**src/rtl/pzhsbus_rr_arbiter.sv**
```systemverilog
// pzhsbus_rr_arbiter
//
// Round-robin arbiter that serialises REQUESTS independent pzhsbus producer
// streams onto one pzhsbus consumer stream. A requester that wins keeps the
// grant for up to MAX_BURST consecutive beats while it stays valid. After
// that, the grant rotates. A single registered output stage drives the
// master side, so master valid and payload come straight from flops.
//
// Ports
//   i_clk            clock, all state changes on its rising edge
//   i_rst            synchronous active-high reset
//   slave_valid[i]   requester i has a beat on slave_payload[i]
//   slave_ready[i]   requester i's beat is taken at this edge if valid
//   slave_payload[i] requester i's payload, held stable until accepted
//   master_valid     output register holds a beat
//   master_ready     consumer takes the output beat at this edge
//   master_payload   payload of the output beat
//   o_src            index of the requester that produced the output beat
//   o_grant          one-hot current burst holder, zero when none
module pzhsbus_rr_arbiter #(
    parameter type PAYLOAD   = logic,
    parameter int  REQUESTS  = 2,
    parameter int  MAX_BURST = 4
) (
    input  logic                          i_clk,
    input  logic                          i_rst,
    input  logic [REQUESTS-1:0]           slave_valid,
    output logic [REQUESTS-1:0]           slave_ready,
    input  PAYLOAD                        slave_payload [REQUESTS],
    output logic                          master_valid,
    input  logic                          master_ready,
    output PAYLOAD                        master_payload,
    output logic [$clog2(REQUESTS)-1:0]   o_src,
    output logic [REQUESTS-1:0]           o_grant
);

    localparam int IDX_W = $clog2(REQUESTS);
    localparam int CNT_W = $clog2(MAX_BURST + 1);

    // Output register and arbitration state
    logic                out_valid;
    PAYLOAD              out_payload;
    logic [IDX_W-1:0]    out_src;
    logic [REQUESTS-1:0] holder;
    logic [CNT_W-1:0]    burst_cnt;
    logic [IDX_W-1:0]    rr_ptr;

    // Combinational selection results
    logic                load_ok;
    logic                xfer;
    logic                keep_holder;
    logic                sel_found;
    logic [IDX_W-1:0]    sel_idx;
    logic [IDX_W-1:0]    holder_idx;
    logic [IDX_W:0]      scan_sum;

    // The output register can take a new beat when it is empty or being
    // drained in the same cycle.
    assign load_ok = !out_valid || master_ready;

    // Pick this cycle's requester. The holder keeps the grant while it is
    // valid and still under its burst limit; otherwise the scan starts at
    // rr_ptr and wraps. A holder that hit its limit can win again through
    // the scan, which starts a fresh burst instead of leaving a bubble.
    always_comb begin
        holder_idx  = '0;
        keep_holder = 1'b0;
        sel_found   = 1'b0;
        sel_idx     = '0;
        scan_sum    = '0;
        for (int i = 0; i < REQUESTS; i++) begin
            if (holder[i]) begin
                holder_idx = IDX_W'(i);
            end
        end
        if ((|holder) && slave_valid[holder_idx] &&
            (burst_cnt < CNT_W'(MAX_BURST))) begin
            keep_holder = 1'b1;
            sel_found   = 1'b1;
            sel_idx     = holder_idx;
        end else begin
            for (int k = 0; k < REQUESTS; k++) begin
                scan_sum = {1'b0, rr_ptr} + (IDX_W + 1)'(k);
                if (scan_sum >= (IDX_W + 1)'(REQUESTS)) begin
                    scan_sum = scan_sum - (IDX_W + 1)'(REQUESTS);
                end
                if (!sel_found && slave_valid[scan_sum[IDX_W-1:0]]) begin
                    sel_found = 1'b1;
                    sel_idx   = scan_sum[IDX_W-1:0];
                end
            end
        end
    end

    assign xfer = load_ok && sel_found && !i_rst;

    // Only the selected requester sees ready; reset and a stalled output
    // register force every ready low.
    always_comb begin
        slave_ready = '0;
        if (xfer) begin
            slave_ready[sel_idx] = 1'b1;
        end
    end

    // Output register, burst holder and round-robin pointer. A transfer
    // either extends the current burst or starts a new one of length 1.
    // An idle cycle with room to load ends the burst; a stalled cycle
    // freezes everything.
    always_ff @(posedge i_clk) begin
        if (i_rst) begin
            out_valid   <= 1'b0;
            out_payload <= '0;
            out_src     <= '0;
            holder      <= '0;
            burst_cnt   <= '0;
            rr_ptr      <= '0;
        end else if (xfer) begin
            out_valid   <= 1'b1;
            out_payload <= slave_payload[sel_idx];
            out_src     <= sel_idx;
            if (keep_holder) begin
                burst_cnt <= burst_cnt + 1'b1;
            end else begin
                holder    <= REQUESTS'(1) << sel_idx;
                burst_cnt <= CNT_W'(1);
            end
            rr_ptr <= (sel_idx == IDX_W'(REQUESTS - 1)) ? '0 : sel_idx + 1'b1;
        end else begin
            if (master_ready) begin
                out_valid <= 1'b0;
            end
            if (load_ok) begin
                holder    <= '0;
                burst_cnt <= '0;
            end
        end
    end

    assign master_valid   = out_valid;
    assign master_payload = out_payload;
    assign o_src          = out_src;
    assign o_grant        = holder;

endmodule

```
**config.mk**
```make
export PLATFORM = sky130hd
export DESIGN_NAME = pzhsbus_rr_arbiter
export DESIGN_NICKNAME = d
export VERILOG_FILES = /design/src/rtl/pzhsbus_rr_arbiter.sv
export SDC_FILE = /design/constraint.sdc
export NUM_CORES = 1
export LEC_CHECK = 0
export BUFFER_PORTS_ARGS = -buffer_cell sky130_fd_sc_hd__buf_2
export CAP_MARGIN = 20
export CORE_AREA = 4 4 41 43
export CTS_BUF_LIST = sky130_fd_sc_hd__clkbuf_4
export CTS_CLUSTER_SIZE = 8
export DETAILED_ROUTE_END_ITERATION = 7
export DIE_AREA = 0 0 45 47
export PLACE_DENSITY = 0.69
export SKIP_CTS_REPAIR_TIMING = 1
export SLEW_MARGIN = 20
export SYNTH_ARGS = -nofsm -noshare
export SYNTH_HDL_FRONTEND = slang
export SYNTH_SLANG_ARGS = --single-unit
```
**constraint.sdc**
```tcl
create_clock -name i_clk -period 2 [get_ports i_clk]
set_input_delay 0.2 -clock i_clk [delete_from_list [all_inputs] [get_ports i_clk]]
set_output_delay 0.2 -clock i_clk [all_outputs]
set_load 0.01 [all_outputs]
```
# After elaboration in Yosys (flattened, before gate mapping)
# Index checks and enable logic that the tools add are counted.
[word_totals]
output_inout_bits = 7
ff_bits = 9
[op_classes]
n_mux = 34
n_eq_ne = 1
bitwise = 1
shifts = 1
magnitude_cmp = 9
addsub = 5
n_reduce_logical = 14
[ops]
columns = ["operator", "count"]
rows = [
  ["2-to-1 mux 1 bit", 26],
  ["2-to-1 mux 3 bit", 3],
  ["less-than comparator 1 x 2 -> 1 bit (second input constant)", 4],
  ["2-to-1 mux 2 bit", 4],
  ["logical AND 1 bit", 6],
  [">= comparator 2 bit (second input constant)", 2],
  ["nonzero test 2 bit", 2],
  ["adder 3 x 1 -> 3 bit (second input constant)", 1],
  ["zero test 1 bit", 3],
  ["less-than comparator 3 bit (second input constant)", 1],
  ["adder 1 x 1 -> 2 bit (second input constant)", 1],
  [">= comparator 1 x 2 -> 1 bit (second input constant)", 1],
  ["inequality test 2 bit (second input constant)", 1],
  ["inverter 1 -> 2 bit", 1],
  ["AND reduction 2 bit", 1],
  ["OR reduction 2 bit", 1],
  ["<< shifter 1 x 1 -> 2 bit (first input constant)", 1],
  ["subtractor 1 bit (second input constant)", 2],
  ["adder 1 bit (second input constant)", 1],
  ["demux 1 bit (select 1 bit)", 1],
  [">= comparator 1 bit (second input constant)", 1],
  ["logical OR 1 bit", 1],
]

# Depth between registers and ports, before layout
[logic_depth]
word_depth = 19
ltp_mapped = 5
ltp_nobuf = 5

# Worst setup path after synthesis
# No wires, ideal clock.
[synth_timing]
kind = "register to output"
start = "reg out_valid (netlist: master_valid)"
end = "out slave_ready[1]"
slack_ps = 499
stages_incl_launch_ff = 5
arrival_ps = 1301
path_cell_list = "dfxtp_1 > nor2b_4 > or3_4 > or3_4 > inv_1"
[synth_via]
elab_chain_cells = 5
[synth_rtl]
columns = ["item", "line", "text"]
rows = [
  ["from (decl)", "41", "logic out_valid;"],
  ["from (signal assigned)", "112", "out_valid <= 1'b0;"],
  ["from (signal assigned)", "119", "out_valid <= 1'b1;"],
  ["from (signal assigned)", "131", "out_valid <= 1'b0;"],
  ["zero test 1 bit", "59", "assign load_ok = !out_valid || master_ready;"],
  ["logical OR 1 bit", "59", ""],
  ["logical AND 1 bit (2 in a row)", "95", "assign xfer = load_ok && sel_found && !i_rst;"],
  ["2-to-1 mux 2 bit", "101", "if (xfer) begin"],
  ["to (decl)", "28", "output logic [REQUESTS-1:0] slave_ready,"],
]
# Every way passes these cells.

# Final worst setup path
# Same ends and word-level chain as after synthesis.

==> results.sh <==
export IMPL_status="finished clean"
export IMPL_fmax_ghz=0.534
export IMPL_whs_endpoint="burst_cnt[0]"
export IMPL_finalNonFillerCells=84
export IMPL_reg2reg_depth=5
export IMPL_grt_max_degree=12
export IMPL_first_global_vias=362
export IMPL_setup_tns_ns=0
export IMPL_finalCritPeriodShare=0.937
export IMPL_ios=14
export IMPL_drive_above_1_share=0.348
export IMPL_track_usage=0.112
export IMPL_worst_slew_pin_slew_ns=0.431
export IMPL_post_synth_and_or_nand_nor_area_fraction=0.316
export IMPL_cts_clk_slew_worst_paths_ns=0.06
export IMPL_cap_violations=0
export IMPL_critPathKind="reg -> out"
export IMPL_dpl_cell_area_um2=524
export IMPL_clk_path_buf_depth=2
export IMPL_slowest_stage="or3_4"
export IMPL_cts_tree="yes"
export IMPL_syn_nets=62
export IMPL_die_w_um=45
export IMPL_multi_input_area_um2=245
export IMPL_worstPathCellList="nor2b_4, or3_4, or3_4, inv_1, buf_2"
export IMPL_numCtsBuffers=3
export IMPL_cts_root_buf="clkbuf_4"
export IMPL_r2r_slack_ns=0.56
export IMPL_slew_viol_final=0
export IMPL_slowest_delay_ns=0.39
export IMPL_synth_compound_area_frac=0.199
export IMPL_antenna_found_initial=0
export IMPL_worstSkewPairLatency_ns=0.27
export IMPL_via_count=425
export IMPL_num_rows=13
export IMPL_synth_cell_types=23
export IMPL_area_growth_pct=22.7
export IMPL_cp_common_cell="or3_4"
export IMPL_die_h_um=47
export IMPL_synthCells=54
export IMPL_core_um2=1300
export IMPL_end_kind="output pin"
export IMPL_finalHoldViolations=0
export IMPL_ys_seq_area_frac=0.399
export IMPL_regArea_um2=180
export IMPL_htree_levels=1
export IMPL_hpwl_um=734
export IMPL_synth_fa_ha_area_frac=0.0277
export IMPL_synthMuxAreaShare=0
export IMPL_gr_total_overflow=0
export IMPL_grt_pass1_wl_um=1610
export IMPL_min_path_cells=2
export IMPL_wire_per_inst_um=11.9
export IMPL_drc=0
export IMPL_pre_cts_ws_ns=0.419
export IMPL_avgSynthCellArea_um2=8.36
export IMPL_ant_nets=0
export IMPL_r2r_start="master_valid"
export IMPL_cts_sinks=9
export IMPL_leakage_nw=0.252
export IMPL_dp_cells=80
export IMPL_timing_final_ws_setup_ns=0.127
export IMPL_fin_crit_ns=1.87
export IMPL_slew_headroom=0.713
export IMPL_critical_path_required_ns=1.80
export IMPL_critical_path_top_delay_family="simple AND/OR/NAND/NOR gates"
export IMPL_rsz0062_at_grt="no"
export IMPL_worst_path_max_fanout=8
export IMPL_num_nets_final=78
export IMPL_total_power_mw=0.430
export IMPL_synth_top_family_by_area="simple AND/OR/NAND/NOR gates"
export IMPL_initial_core_util=0.347
export IMPL_fill_cells=153
export IMPL_yosysWarningCount=0
export IMPL_finalInstanceArea_um2=554
export IMPL_ys_seq_elements=9
export IMPL_drt_wl_total_um=997
export IMPL_die_area_um2=2120
export IMPL_synthXorXnorAreaFrac=0
export IMPL_io_buffers=13
export IMPL_via_per_inst=5.06
export IMPL_gp_congestion=0.766
export IMPL_fin_skew_ns=0.00375
export IMPL_synth_area_um2=452
export IMPL_min_path_type="in -> reg"
export IMPL_cellPowerDensity_nw_per_um2=775
export IMPL_n_antenna_cell=0
export IMPL_drt_pre_antenna_iters=4
export IMPL_setup_violations=0
export IMPL_worstHoldStart="i_rst"
export IMPL_arrival_ns=1.67
export IMPL_worstReg2RegEnd="rr_ptr"
export IMPL_cp_start_kind="register"
export IMPL_drtIter0Drc=10
export IMPL_path_buf_inv=2
export IMPL_ir_drop_mv=0.271
## metrics by stage
step / utilization / hold slack [ns]
2_1_floorplan: - / 0.382
3_3_place_gp: 0.403 / 0.448
3_5_place_dp: 0.403 / 0.459
4_1_cts: 0.426 / 0.221
5_1_grt: 0.426 / 0.247
6_report: 0.426 / 0.224
## cells in the mapped netlist
library cell,count,area [µm²]
a21oi_1,6,30.0
clkbuf_1,1,3.75
a221oi_2,1,15.0
or3_4,2,22.5
inv_1,4,15.0
nand3b_1,2,15.0
o21ai_0,3,15.0
buf_4,1,7.51
a21o_2,1,8.76
o31ai_1,1,7.51
nor2b_4,1,13.8
or2b_2,1,8.76
nand2b_1,1,6.26
nand2_1,5,18.8
dfxtp_1,9,180
nand3_1,2,10.0
or2_2,1,6.26
nor2_1,5,18.8
nor3_1,2,10.0
a311oi_1,1,8.76
nor2b_1,2,12.5
o21ai_1,1,5.00
ha_1,1,12.5
## where the power goes
part | internal [mW] | switching, mW
registers | 0.190 | 0.00811
logic | 0.0325 | 0.0381
clock network | 0.0908 | 0.0700
## worst max path at each step
| stage | start | to | cells after the start |
|---|---|---|---|
| floorplan | master_valid | slave_ready[1] | 4 |
| global placement | master_valid | slave_ready[1] | 5 |
| finish | master_valid | slave_ready[1] | 5 |
| detailed placement | master_valid | slave_ready[1] | 5 |
| CTS | master_valid | slave_ready[1] | 5 |
| global route | master_valid | slave_ready[1] | 5 |
## registers in the layout, indices dropped and copies added, names as in the netlist
signal          cells
o_src               1
master_payload      1
burst_cnt           3
o_grant             2
rr_ptr              1
master_valid        1
## cell usage in the layout, fill, tap and decap left out
| master | instances |
|---|---|
| nand3_1 | 2 |
| o31ai_1 | 1 |
| dfxtp_1 | 9 |
| nand2_1 | 5 |
| or3_4 | 2 |
| o21ai_0 | 3 |
| ha_1 | 1 |
| buf_2 | 13 |
| nor2_1 | 5 |
| nand3b_1 | 2 |
| nor3_1 | 2 |
| a311oi_1 | 1 |
| nor2b_1 | 2 |
| inv_1 | 4 |
| nand2b_1 | 1 |
| or2b_2 | 1 |
| a221oi_2 | 1 |
| a21o_2 | 1 |
| or2_2 | 1 |
| clkbuf_4 | 4 |
| nor2b_4 | 1 |
| a21oi_1 | 6 |
| o21ai_1 | 1 |
## worst reg2reg max path, delay by kind of cell (launching register included)
| kind | cells | cell delay [ns] |
|---|---|---|
| buf+inv | 1 | 0.08 |
| flops | 1 | 0.32 |
| simple gates | 4 | 0.94 |
## cells by family after synthesis
logic type,Yosys count
adder cells (fa/ha/maj),1
buffers and inverters,6
flip-flops,9
AND/OR/NAND/NOR,24
AO/OA/AOI/OAI,14
## area by class of cell
class / instances / area share
inverters: 4 / 0.0271
repair buffers: 13 / 0.117
well taps: 15 / 0.0339
clock buffers: 4 / 0.0542
flip-flops and latches: 9 / 0.325
multi-input cells: 39 / 0.442
## routing by layer
layer,global-route usage,up-vias,share of wire
met5,0,-,0
met2,0.164,19,0.47
met1,0.124,185,0.39
met3,0.0536,5,0.11
met4,0.0877,0,0.029
li1,-,216,-
No activity file was read; power rests on OpenSTA's default activity.
